$ cat config.mk
export PLATFORM = sky130hd
export DESIGN_NAME = uart_tx_fifo
export DESIGN_NICKNAME = d
export VERILOG_FILES = /design/src/rtl/uart_tx_fifo.sv
export SDC_FILE = /design/constraint.sdc
export NUM_CORES = 1
export LEC_CHECK = 0
export ABC_CLOCK_PERIOD_IN_PS = 3000
export CORE_ASPECT_RATIO = 0.8
export CORE_MARGIN = 3
export CORE_UTILIZATION = 47
export CTS_CLUSTER_DIAMETER = 80
export CTS_CLUSTER_SIZE = 16
export DETAILED_ROUTE_END_ITERATION = 12
export PLACE_DENSITY_LB_ADDON = 0.05
export SYNTH_ARGS = -nofsm -noshare
export SYNTH_HDL_FRONTEND = slang
export SYNTH_SLANG_ARGS = --single-unit
export TNS_END_PERCENT = 1
$ cat constraint.sdc
create_clock -name i_clk -period 3 [get_ports i_clk]
set_input_delay 0.45 -clock i_clk [delete_from_list [all_inputs] [get_ports i_clk]]
set_output_delay 0.45 -clock i_clk [all_outputs]
set_load 0.005 [all_outputs]
$ cat src/rtl/uart_tx_fifo.sv
// Buffered 8N1 UART transmitter: a circular byte FIFO feeding a
// start/data/stop serializer. All outputs come straight from registers.
module uart_tx_fifo #(
    parameter logic [23:0] CLOCKS_PER_BAUD = 24'd104,
    parameter int unsigned LGFIFO          = 4
) (
    input  logic              i_clk,
    input  logic              i_reset,
    input  logic              i_stb,
    input  logic [7:0]        i_data,
    output logic              o_busy,
    output logic [LGFIFO:0]   o_fill,
    output logic              o_idle,
    output logic              o_uart_tx
);

    typedef enum logic [1:0] {
        ST_IDLE  = 2'd0,
        ST_START = 2'd1,
        ST_DATA  = 2'd2,
        ST_STOP  = 2'd3
    } state_t;

    localparam int unsigned       DEPTH       = 32'd1 << LGFIFO;
    localparam logic [LGFIFO:0]   FILL_FULL_C = (LGFIFO + 1)'(DEPTH);
    localparam logic [LGFIFO:0]   FILL_ONE_C  = (LGFIFO + 1)'(32'd1);
    localparam logic [LGFIFO:0]   FILL_ZERO_C = (LGFIFO + 1)'(32'd0);
    localparam logic [LGFIFO-1:0] PTR_ONE_C   = LGFIFO'(32'd1);
    localparam logic [LGFIFO-1:0] PTR_ZERO_C  = LGFIFO'(32'd0);
    localparam logic [23:0]       BAUD_LAST_C = CLOCKS_PER_BAUD - 24'd1;

    // FIFO storage and bookkeeping
    logic [7:0]        mem_q [DEPTH];
    logic [LGFIFO-1:0] wr_ptr_q, wr_ptr_d;
    logic [LGFIFO-1:0] rd_ptr_q, rd_ptr_d;
    logic [LGFIFO:0]   fill_q, fill_d;
    logic              busy_q, busy_d;
    logic              idle_q, idle_d;

    // Serializer state
    state_t            state_q, state_d;
    logic [23:0]       baud_q, baud_d;
    logic [2:0]        bit_idx_q, bit_idx_d;
    logic [7:0]        shift_q, shift_d;
    logic              tx_q, tx_d;

    logic              push_s;
    logic              pop_s;
    logic [7:0]        head_s;

    // A write is taken only when the registered full flag was low before the edge
    assign push_s = i_stb && !busy_q;
    assign head_s = mem_q[rd_ptr_q];

    // Serializer next-state: baud countdown, bit sequencing and FIFO pops
    always_comb begin
        state_d   = state_q;
        baud_d    = baud_q;
        bit_idx_d = bit_idx_q;
        shift_d   = shift_q;
        tx_d      = tx_q;
        pop_s     = 1'b0;
        case (state_q)
            ST_IDLE: begin
                tx_d = 1'b1;
                if (fill_q != FILL_ZERO_C) begin
                    pop_s   = 1'b1;
                    shift_d = head_s;
                    tx_d    = 1'b0;
                    baud_d  = BAUD_LAST_C;
                    state_d = ST_START;
                end else begin
                    state_d = ST_IDLE;
                end
            end
            ST_START: begin
                if (baud_q == 24'd0) begin
                    tx_d      = shift_q[0];
                    baud_d    = BAUD_LAST_C;
                    bit_idx_d = 3'd0;
                    state_d   = ST_DATA;
                end else begin
                    baud_d = baud_q - 24'd1;
                end
            end
            ST_DATA: begin
                if (baud_q == 24'd0) begin
                    baud_d = BAUD_LAST_C;
                    if (bit_idx_q == 3'd7) begin
                        tx_d    = 1'b1;
                        state_d = ST_STOP;
                    end else begin
                        // shift_q[0] is on the line; expose the next bit
                        shift_d   = {1'b0, shift_q[7:1]};
                        tx_d      = shift_q[1];
                        bit_idx_d = bit_idx_q + 3'd1;
                    end
                end else begin
                    baud_d = baud_q - 24'd1;
                end
            end
            ST_STOP: begin
                if (baud_q == 24'd0) begin
                    if (fill_q != FILL_ZERO_C) begin
                        // chain straight into the next start bit, no idle gap
                        pop_s   = 1'b1;
                        shift_d = head_s;
                        tx_d    = 1'b0;
                        baud_d  = BAUD_LAST_C;
                        state_d = ST_START;
                    end else begin
                        tx_d    = 1'b1;
                        state_d = ST_IDLE;
                    end
                end else begin
                    baud_d = baud_q - 24'd1;
                end
            end
            default: begin
                tx_d    = 1'b1;
                state_d = ST_IDLE;
            end
        endcase
    end

    // FIFO next-state: pointer advance, fill count and registered status flags
    always_comb begin
        wr_ptr_d = wr_ptr_q;
        rd_ptr_d = rd_ptr_q;
        fill_d   = fill_q;
        if (push_s) begin
            wr_ptr_d = wr_ptr_q + PTR_ONE_C;
        end else begin
            wr_ptr_d = wr_ptr_q;
        end
        if (pop_s) begin
            rd_ptr_d = rd_ptr_q + PTR_ONE_C;
        end else begin
            rd_ptr_d = rd_ptr_q;
        end
        case ({push_s, pop_s})
            2'b10:   fill_d = fill_q + FILL_ONE_C;
            2'b01:   fill_d = fill_q - FILL_ONE_C;
            default: fill_d = fill_q;
        endcase
        busy_d = (fill_d == FILL_FULL_C);
        idle_d = (fill_d == FILL_ZERO_C) && (state_d == ST_IDLE);
    end

    // FIFO data array; no reset needed since pointers gate every read
    always_ff @(posedge i_clk) begin
        if (push_s && !i_reset) begin
            mem_q[wr_ptr_q] <= i_data;
        end
    end

    // State registers with synchronous reset; reset aborts any frame in flight
    always_ff @(posedge i_clk) begin
        if (i_reset) begin
            wr_ptr_q  <= PTR_ZERO_C;
            rd_ptr_q  <= PTR_ZERO_C;
            fill_q    <= FILL_ZERO_C;
            busy_q    <= 1'b0;
            idle_q    <= 1'b1;
            state_q   <= ST_IDLE;
            baud_q    <= 24'd0;
            bit_idx_q <= 3'd0;
            shift_q   <= 8'd0;
            tx_q      <= 1'b1;
        end else begin
            wr_ptr_q  <= wr_ptr_d;
            rd_ptr_q  <= rd_ptr_d;
            fill_q    <= fill_d;
            busy_q    <= busy_d;
            idle_q    <= idle_d;
            state_q   <= state_d;
            baud_q    <= baud_d;
            bit_idx_q <= bit_idx_d;
            shift_q   <= shift_d;
            tx_q      <= tx_d;
        end
    end

    assign o_busy    = busy_q;
    assign o_fill    = fill_q;
    assign o_idle    = idle_q;
    assign o_uart_tx = tx_q;

endmodule

# Yosys cells after proc, flatten, opt, wreduce, memory -nomap -nowiden
# Memory sizes are Yosys's and may differ from the RTL's. A register that Yosys moved wholly into a read port is not among the register bits.
# Cells that the tools add are included.
# word_totals
reg_bits	53
mem_bits_rw	128
inputBits	11
out_inout_bits	8
elab_cells	77
mem_count	1
# memory_table
memory	words	word_bits	rd	rd_ports_with_merged_regs	write_ports	line_no	text
mem_q	16	8	1	1	1	33	logic [7:0] mem_q [DEPTH];
# classes
add_sub_neg	6
n_eq_ne	11
muxes	33
reduce_logical	16
# ops
cell	count
2-to-1 mux 24 bit	3
case mux 24 bit (3 select lines)	1
2-to-1 mux 8 bit	4
logical NOT 24 bit	1
case mux 8 bit (3 select lines)	1
subtractor 24 x 1 -> 24 bit (second input constant)	1
2-to-1 mux 1 bit	10
case mux 5 bit (2 select lines)	1
2-to-1 mux 3 bit	3
adder 4 x 1 -> 4 bit (second input constant)	2
2-to-1 mux 2 bit	4
2-to-1 mux 4 bit	2
!= test 2 bit (second input constant)	4
case mux 2 bit (4 select lines)	1
AND reduction 4 bit	2
== test 2 bit (second input constant)	3
case mux 3 bit (2 select lines)	1
adder 5 x 1 -> 5 bit (second input constant)	1
== test 5 bit (second input constant)	1
logical NOT 5 bit	1
nonzero test 5 bit	1
subtractor 5 x 1 -> 5 bit (second input constant)	1
== test 2 x 1 -> 1 bit (second input constant)	2
logical NOT 2 bit	2
10 further kinds	13

# Logic depth before layout (Yosys ltp)
# Gate-level depths: netlist (run 1).
# logic_depth
ltp_word	8
mapped_depth	15
mapped_depth_nobuf	15

# Least setup slack after synthesis (run 1)
# Ideal clock, no wire load.
# synth_timing
kind	register -> register
from	register baud_q[0]
to	register idle_q (netlist: o_idle)
setup_ns	0.074
arrival_time_ns	3.015
required_time_ns	2.926
slack_ns	-0.089
path_stages_with_launch	15
path_buffers	0
period_less_slack_ns	3.089
path_cell_list	dfxtp_1 > inv_1 > ha_1 > nor3b_4 > and4_1 > a21o_1 > nand2_1 > xnor2_1 > ha_1 > or3b_2 > nor4_1 > o21ai_1 > and3_1 > a221o_1 > a31oi_1
# synth_between
elab_chain_cells	7
elab_cells_between_ends	13
cone_classes	eq/ne (2); mux (7); reduce/logical (4)
# synth_lines
element	line_no	text
start, declared	42	logic [23:0] baud_q, baud_d;
start signal, assigned	177	baud_q <= baud_d;
logical NOT 24 bit (*)	77, 87, 103	
2-to-1 mux 1 bit	103	if (baud_q == 24'd0) begin
case mux 1 bit (2 select lines)	63	case (state_q)
== test 2 x 1 -> 1 bit / == test 2 bit (equally long branches)	141	case ({push_s, pop_s})
case mux 5 bit (2 select lines)	141	
logical NOT 5 bit	147	idle_d = (fill_d == FILL_ZERO_C) && (state_d == ST_IDLE);
logical AND 1 bit (*)	147	
end signal, assigned	175	idle_q <= idle_d;
end, declared	38	logic idle_q, idle_d;
# Mark *: on every way between the ends. The rest lies on a longest branch, timed or not.
# A chain may end at the register's enable or synchronous reset.

# Worst setup path in the final report (run 1)
# layout_timing
from	register fill_q[1] (netlist: o_fill[1])
to	register idle_q (netlist: o_idle)
# layout_between
elab_chain_cells	8
elab_cells_between_ends	15
cone_classes	add/sub (2); eq/ne (2); mux (7); reduce/logical (4)
# layout_lines
element	line_no	text
start, declared	36	logic [LGFIFO:0] fill_q, fill_d;
start signal, assigned	173	fill_q <= fill_d;
nonzero test 5 bit	66, 104	
2-to-1 mux 1 bit	66, 104	
2-to-1 mux 1 bit	103	
case mux 1 bit (2 select lines)	63	
== test 2 x 1 -> 1 bit / == test 2 bit (equally long branches)	141	
case mux 5 bit (2 select lines)	141	
logical NOT 5 bit	147	
logical AND 1 bit (*)	147	
# Marks and branches as above.

==> results.tsv, run 1 <==
metric	value	unit
die height	123	um
root buf cell	clkbuf_16	
vias in the first global route	5021	
fin util	57.8	%
design area	0.00965	mm2
port bufs	18	
CP Launch Point	o_fill[1]	
syn_area_per_cell	13.9	um2
DRT Pass-1 Iters	6	
Layout fillers	1325	
Worst-path clk slew	70	ps
CP cell instances	or3_1 > nor3_2 > buf_4 > nor3_2 > ha_1 > or4bb_1 > o22ai_1 > o21ai_1 > and3_1 > a221o_1 > a31oi_1	
CP Max Fanout	10	
fin crit share	99.0	%
setup TNS	0	ps
reg-to-reg endpoint	o_idle	
Worst path slowest cell	or4bb_1	
routed len/inst	20.5	um
Final HPWL DP	12.5	mm
Yosys cell types	65	
first-pass GRT wire length	29.2	mm
CP Data Required Time	3350	ps
most frequent cells in the layout	edfxtp_1 (128), nor2_1 (74), buf_4 (73), dfxtp_1 (52), mux4_2 (40)	
min-delay worst type	reg2reg	
Worst-Skew Late Latency	420	ps
crit-path most repeated cell	nor3_2	
Seq/Total Area, Yosys	61.6	%
via count	5253	
worst rel slew slack	55.3	%
commonest non-fill, non-tap cell in the layout	edfxtp_1	
crit start category	flop	
Setup CP Type	reg2reg	
initial DRC count	541	
Buf/Inv on CP	1	
Worst-Margin Slew	670	ps
dpl cell area	0.00898	mm2
Critical Path AT	3320	ps
Max Cap Violations	0	
Total Power	0.00825	W
#FFs+latches synth	185	
R2R depth	11	
Die Span X	153	um
P_leak	3.34	nW
Hold Path Origin	bit_idx_q[1]	
synthesized area	0.00809	mm2
slowest stage delay, CP	480	ps
final setup violation count	0	
routability-driven placement congestion ratio	0.838	
fraction of registers with async set/reset	0	%
Reg2Reg Launch Point	o_fill[1]	
predominant post-synthesis flop cell	edfxtp_1	
syn nets	609	
Layout area overhead	19.3	%
final hold violations	0	
largest net degree at the start of global routing	31	
CTS tree	yes	
cts bufs inserted	17	
dominant cell type by area after synthesis	edfxtp_1	
Worst Hold End	bit_idx_q[1]	
Via density	5.85	
layout cell share with drive strength beyond 1	26.4	%
Synth area leaders	edfxtp_1 (48%), dfxtp_1 (14%), mux4_2 (11%)	
setup slack, reg-to-reg	30	ps
DP Worst Slack	-194	ps
Setup crit end kind	flop	
Setup Skew	7.50	ps
unrepaired setup endpoints after global routing	yes	
Core Area	0.0167	mm2
H-Tree Depth	4	
hold depth	2	
fmax	0.337	GHz
Post-Route WL	18.4	mm
initial antenna violation count	0	
Pins Over Slew Limit	0	
delay-heaviest family, CP	simple AND/OR/NAND/NOR gates	
top-area cell type share of the netlist area	47.5	%
Antenna diodes	0	
IO Pins	19	
Bufs on Longest Clock Path	2	
drt drc	0	
cell count after synthesis	583	
Cell Pwr Density	855	mW/mm2
crit path time final	2970	ps
Worst VDD drop	0.418	mV
global route total overflow	0	
ANT nets after route	0	
number of synthesized flops with an enable pin	128	
TritonCTS Sinks	185	
GRT Util Overall	20.5	%
die footprint	0.0188	mm2
setup ws final	30.2	ps
nets@finish	691	
Synth Warn #	0	
Initial Util	48.4	%
Rows	42	
status	finished, final reports clean	
==> sequential cells by signal, indices dropped and copies added (netlist names), named ones only <==
register   count
baud_q        24
bit_idx_q      3
mem_q        128
o_busy         1
o_fill         5
o_idle         1
o_uart_tx      1
rd_ptr_q       4
shift_q        8
state_q        2
wr_ptr_q       4
==> power by group <==
part	total (W)	switching, W	internal (W)	leakage (nW)
Clock	0.00225	0.000997	0.00125	0.287
Combinational	0.00293	0.00159	0.00134	1.44
Sequential	0.00307	0.000156	0.00291	1.62
==> synth_stat cells (9+ instances only) <==
cell,count
mux2i_1,12
nor3_1,9
edfxtp_1,128
o21ai_0,22
ha_1,15
dfxtp_1,57
nor2_1,74
or3_1,9
mux4_2,40
a21oi_1,35
nand2_1,23
inv_1,11
clkbuf_1,16
==> how the worst max path moves through the flow <==
stage	cells past startpoint	slack (ps)	to
global route	11	-120	o_idle
global placement	12	-110	o_idle
floorplan	12	-5	o_idle
finish	11	30	o_idle
CTS	14	10	o_idle
detailed placement	12	-190	o_idle
==> per-layer routing <==
layer	global-route usage (%)	vias to the layer above	part of all wire (%)
met5	0	-	0
met4	3.56	0	0.48
li1	-	2423	-
met1	32.3	2652	49
met3	5.53	8	7.1
met2	28.8	170	43
==> repair_timing <==
action	4_1_cts	5_1_grt
gates resized for setup	3	4
setup endpoints to repair	3	3
hold buffers	0	0
endpoints found under the hold margin	0	0
pin swaps	7	9
buffers inserted	3	3
==> final cells by class <==
type                       count  area, um2  share of cell area (%)
sequential                   185       4990                    51.7
clock inverter                14        164                    1.70
tap                          220        275                    2.85
inverter                      12       45.0                   0.467
timing repair buffer          92        743                    7.70
multi-input combinational    357       3000                    31.1
clock buffer                  18        429                    4.45
==> logic make-up (layout without fill, tap and decap cells) <==
kind of cell / after synthesis / count (layout) / share of synthesized area, %
AOI/OAI and AO/OA: 103 / 103 / 8.23
xor gates and xnor gates: 13 / 13 / 1.58
DFF: 185 / 185 / 61.6
muxes: 52 / 52 / 12.6
adders and majority gates: 15 / 15 / 2.32
and+or+nand+nor: 174 / 174 / 11.5
buffers and inverters: 41 / 136 / 2.07
==> worst register-to-register path, cell delays in order, from the launching register on <==
cell and delay, ps:
dfxtp_1 310, or3_1 420, nor3_2 260, buf_4 250, nor3_2 80, ha_1 230
or4bb_1 480, o22ai_1 140, o21ai_1 100, and3_1 190, a221o_1 290, a31oi_1 140
==> through the flow <==
| stage | hold slack, ps | instances |
|---|---|---|
| floorplan | 436 | 583 |
| global placement | 445 | 860 |
| detailed placement | 464 | 860 |
| CTS | 474 | 895 |
| global route | 514 | 898 |
| finish | 472 | 898 |
Note: power is estimated with default switching activity, not from simulation.
==> run 2: changes to the inputs <==
ABC_AREA = 0   (was unset)
==> results of run 2 <==
No change in the layout: final DEF, timing and power equal those of run 1.
==> run 3: changes to the inputs <==
--- a/config.mk
+++ b/config.mk
@@ -15,2 +15,3 @@
 export DETAILED_ROUTE_END_ITERATION = 12
+export GPL_ROUTABILITY_DRIVEN = 1
 export PLACE_DENSITY_LB_ADDON = 0.05
--- a/constraint.sdc
+++ b/constraint.sdc
@@ -3,2 +3,2 @@
 set_output_delay 0.45 -clock i_clk [all_outputs]
-set_load 0.005 [all_outputs]
+set_load 0.05 [all_outputs]
==> run 3 against run 2 <==
  * Design area is 0.45% higher
  * Non-clock buffer count is 1 lower
  * Highest routed layer unchanged
  * Critical path type unchanged
  * Routed wire length is 0.88% lower
  * Utilization is 0.26 points higher
  * Clock skew is 4.8 ps higher
  * Via count is 1.0% lower
  * Power is 2.0% higher
  * Global-route usage is 0.24 points lower
==> results.tsv, run 3 (synthesis results as in run 1) <==
metric	value	unit	change
fin util	58.0	%	+0.26 points
Core Area	0.0167	mm2	unchanged
fin crit share	97.7	%	-1.3 points
largest net degree at the start of global routing	50		+61%
most frequent cells in the layout	edfxtp_1 (128), nor2_1 (74), buf_4 (72), dfxtp_1 (49), mux4_2 (40)		
dpl cell area	0.00900	mm2	+0.26%
P_leak	3.36	nW	+0.43%
initial DRC count	438		-19%
Bufs on Longest Clock Path	2		unchanged
first-pass GRT wire length	28.8	mm	-1.4%
Cell Pwr Density	868	mW/mm2	+1.5%
routed len/inst	20.4	um	-0.66%
Setup crit end kind	flop		
Cell Int Power	0.00562	W	+2.1%
commonest non-fill, non-tap cell in the layout	edfxtp_1		
Pins Over Slew Limit	0		unchanged
sequential cell area	0.00499	mm2	about the same
vias in the first global route	5031		+0.20%
Hold Worst Slack	273	ps	-199 ps
drt drc	0		unchanged
final hold violations	0		unchanged
Max Cap Violations	0		unchanged
cell count after placement	863		+0.35%
Rows	42		unchanged
cts bufs inserted	17		unchanged
Worst-path clk slew	70	ps	about the same
TritonCTS Sinks	185		unchanged
setup slack, reg-to-reg	70	ps	+40 ps
Final Instance Count excl. Fillers	896		-0.22%
via count	5200		-1.0%
status	finished, final reports clean		
fmax	0.341	GHz	+1.3%
Worst-Skew Late Latency	430	ps	about the same
Worst-Margin Slew	936	ps	+266 ps
Clk pwr share	28.0	%	+0.7 points
CP cell instances	nor4_4 > buf_4 > and4b_1 > a21o_1 > nand2_2 > xnor2_2 > ha_2 > or4bb_1 > o22ai_2 > o21ai_2 > and3_4 > a221o_1 > a31oi_1		
unrepaired setup endpoints after global routing	yes		
largest registers	mem_q (128), baud_q (24), shift_q (8)		
ANT nets after route	0		unchanged
Die Span X	153	um	unchanged
Initial Util	48.4	%	unchanged
Layout area overhead	19.9	%	
CP Max Fanout	3		-7
Worst path slowest cell	or4bb_1		
DRT Pass-1 Iters	5		-1
Critical Path AT	3280	ps	-40 ps
Combinational Power Share	35.9	%	+0.4 points
sequential group share of total power	36.2	%	-1.0 points
port bufs	18		unchanged
die height	123	um	unchanged
CP Data Required Time	3350	ps	about the same
CTS tree	yes		
routability-driven placement congestion ratio	0.861		+2.8%
P_sw	0.00280	W	+1.9%
root buf cell	clkbuf_16		
Worst VDD drop	0.407	mV	-2.6%
worst rel slew slack	37.1	%	-18 points
layout cell share with drive strength beyond 1	27.2	%	+0.82 points
Antenna diodes	0		unchanged
H-Tree Depth	4		unchanged
min-delay worst type	in2reg		
Post-Route WL	18.3	mm	-0.88%
IO Pins	19		unchanged
die footprint	0.0188	mm2	unchanged
Net Sw Frac	33.2	%	-0.035 points
GRT Util Overall	20.2	%	-0.24 points
Final HPWL DP	12.3	mm	-1.3%
crit start category	flop		
nets@finish	690		-0.14%
multi-input logic area	0.00302	mm2	+0.67%
crit path time final	2930	ps	-38.0 ps
max FFs per register	128		unchanged
Via density	5.80		-0.79%
global route total overflow	0		unchanged
Setup Skew	12.3	ps	+4.78 ps
initial antenna violation count	0		unchanged
Layout fillers	1350		+1.9%
design area	0.00970	mm2	+0.45%
Total Power	0.00842	W	+2.0%
slowest stage delay, CP	420	ps	-60 ps
final setup violation count	0		unchanged
Setup CP Type	reg2reg		
Biggest register	mem_q		
[run 3: area by class of cell]
class / count / share of cell area [%]
Inverter: 12 / 0.465
Timing Repair Buffer: 91 / 7.59
Tap cell: 220 / 2.84
Clock buffer: 17 / 4.39
Sequential cell: 185 / 51.5
Multi-Input combinational cell: 357 / 31.2
Clock inverter: 14 / 2.01
[run 3: power by group through the flow]
stage | clock [W] | combinational (W) | sequential, W
global route | 0.00251 | 0.00332 | 0.00307
global placement | 0 | 0.00287 | 0.00309
CTS | 0.00241 | 0.00295 | 0.00305
floorplan | 0 | 0.00187 | 0.00322
detailed placement | 0 | 0.00291 | 0.00310
finish | 0.00236 | 0.00302 | 0.00304
[run 3: repair_timing]
item                       4_1_cts  5_1_grt
pin swaps                        9        7
hold buffers                     0        0
resized for setup                5        7
setup endpoints to repair        3        3
setup buffers                    1        1
cloned                           0        0
[run 3: per-stage QoR]
stage / worst slack, ps / TNS [ps]
finish: 68.2 / 0
global route: -95.6 / -201
CTS: 10.6 / 0
detailed placement: -116 / -174
global placement: -73.3 / -73.3
floorplan: -8.71 / -8.71
[run 3: worst paths after layout]
check / cells past startpoint / start / endpoint
worst max-delay path: 13 / baud_q[10] / o_idle
worst min-delay path: 2 / i_reset / wr_ptr_q[3]
worst max register to register: 13 / baud_q[10] / o_idle
worst min register to register: 2 / bit_idx_q[2] / bit_idx_q[2]
[run 3: worst max-delay path: cells and delay by family (launching register included)]
kind,cells,cell delay [ps]
AND/OR/NAND/NOR,5,1200
AO/OA/AOI/OAI,5,830
flip-flops,1,340
adder cells (fa/ha/maj),1,200
buffers and inverters,1,150
XOR/XNOR,1,130
[run 3: routing by layer]
metal	up-vias	part of all wire (%)	GRT usage [%]
met1	2630	50	31.8
met2	143	44	29.3
met3	8	5.6	4.30
li1	2419	-	-
met5	-	0	0
met4	0	0.50	3.95
==> patch (config.mk and constraints of run 1) <==
`LGFIFO`: 4 -> 5.
--- a/src/rtl/uart_tx_fifo.sv
+++ b/src/rtl/uart_tx_fifo.sv
@@ -4,3 +4,3 @@
     parameter logic [23:0] CLOCKS_PER_BAUD = 24'd104,
-    parameter int unsigned LGFIFO          = 4
+    parameter int unsigned LGFIFO          = 5
 ) (
Interface: changed (resized o_fill); port bits go from 19 to 20. The function was not compared with the original's and may differ.
==> patch against run 1 <==
Synthesized area up 63%; clock power up 28%; sequential share of layout area is 7.0 points higher; largest cell class unchanged; final area is 58% higher; setup slack improved by 0.13 ns; count of clock-buffer cells in the layout up 22; global-route usage shrank 0.69 points; largest power group unchanged; sequential cell count rose by 132; final cell count grew 43%; via count up 40%; total power grew 50%; wire length rose by 59%.
==> patch: results (changes against run 1) <==
| Metric | Value |
|---|---|
| Area contributors post-synth | edfxtp_1, mux4_2, dfxtp_1 |
| Max clock buf depth | 3 (+1) |
| Synth Area in XOR/XNOR | 1.13% (-0.45 points) |
| Synth Area in Compound Gates | 5.12% (-3.1 points) |
| Vias per std cell | 5.73 (-2.1%) |
| Count of cell types in the netlist | 59 (-9.2%) |
| Vias in the first global route | 7387 (+47%) |
| Commonest cells post-synth | edfxtp_1, nor2_1, mux4_2 |
| CP max stage cell | dfxtp_4 |
| Mux share of post-synthesis cell area | 14.8% (+2.2 points) |
| Critical Path AT | 3.26 ns (-0.06 ns) |
| Leak | 4.92 nW (+47%) |
| Cell Count Post-Placement | 1242 (+44%) |
| Switching share of power | 32.2% (-1.1 points) |
| P_seq | 5.13 mW (+67%) |
| Peak supply drop | 0.000487 V (+17%) |
| Synth Area per Inst | 16.3 um2 (+17%) |
| DRT iter0 DRCs | 636 (+18%) |
| GPL Wtd Cong | 0.873 (+4.2%) |
| Area after DPL | 14400 um2 (+61%) |
| Number of flops mapped to enable cells by yosys | 256 (+100%) |
| CTS Buf Count | 23 (+6) |
| Post-synthesis sequential area ratio | 67.7% (+6.0 points) |
| Post-synthesis adder-cell area fraction | 1.62% (-0.70 points) |
| Total chip power | 12.4 mW (+50%) |
| WL/cell | 22.7 um (+11%) |
| Biggest regs | mem_q x256, baud_q x24, shift_q x8 |
| Worst skew pair latency | 0.52 ns (+0.10 ns) |
| Comb. pwr | 4.39 mW (+50%) |
| Setup Slack @ Placement | -0.174 ns (+0.0196 ns) |
| Outcome | completed |
| H-tree Lvls | 1 (-3) |
| First-pass GRT wire length | 44500 um (+52%) |
| Worst-margin pin slew | 0.724 ns (+0.0542 ns) |
==> patch: cell types whose count changed in the layout (fill, tap and decap cells not counted), sizes merged, moves of 13 or more <==
cell | run 1 | this run
buf | 75 | 98
clkbuf | 18 | 40
edfxtp | 128 | 256
mux4 | 40 | 80
nor2 | 74 | 87
==> patch: final cells by class <==
cell class	count	area [um2]
Clock inverter	2	13.8
Sequential cell	317	8920
Fill cell	2212	12200
Tap cell	364	455
Multi-Input combinational cell	433	4180
Inverter	16	60.1
Timing Repair Buffer	116	938
Clock buffer	40	639
==> patch: layer usage <==
metal / vias to the layer above / GRT usage, % / share of wire (%)
li1: 3382 / - / -
met1: 3709 / 31.7 / 47
met2: 249 / 29.2 / 44
met3: 35 / 3.44 / 6.8
met4: 0 / 3.17 / 1.5
met5: - / 0 / 0
==> patch: logic make-up after synthesis <==
group / Yosys count
flops: 317
simple gates: 200
compound gates: 105
mux: 94
buf+inv: 60
xor+xnor: 17
fa+ha+maj: 17
==> patch: worst paths after layout <==
| path | cells after the start | to | from | slack, ns |
|---|---|---|---|---|
| max | 13 | o_idle$_SDFF_PP1_ | baud_q[6]$_SDFF_PP0_ | 0.16 |
| min | 2 | bit_idx_q[2]$_SDFFE_PP0P_ | bit_idx_q[2]$_SDFFE_PP0P_ | 0.46 |
| max reg2reg | 13 | o_idle$_SDFF_PP1_ | baud_q[6]$_SDFF_PP0_ | 0.16 |
| min reg2reg | 2 | bit_idx_q[2]$_SDFFE_PP0P_ | bit_idx_q[2]$_SDFFE_PP0P_ | 0.46 |
==> patch: what timing repair did <==
item | CTS | global route
hold endpoints to repair | 0 | 0
gates resized for setup | 2 | 17
pin swaps | 2 | 8
endpoints found under the setup margin | 3 | 4
buffers inserted | 2 | 2
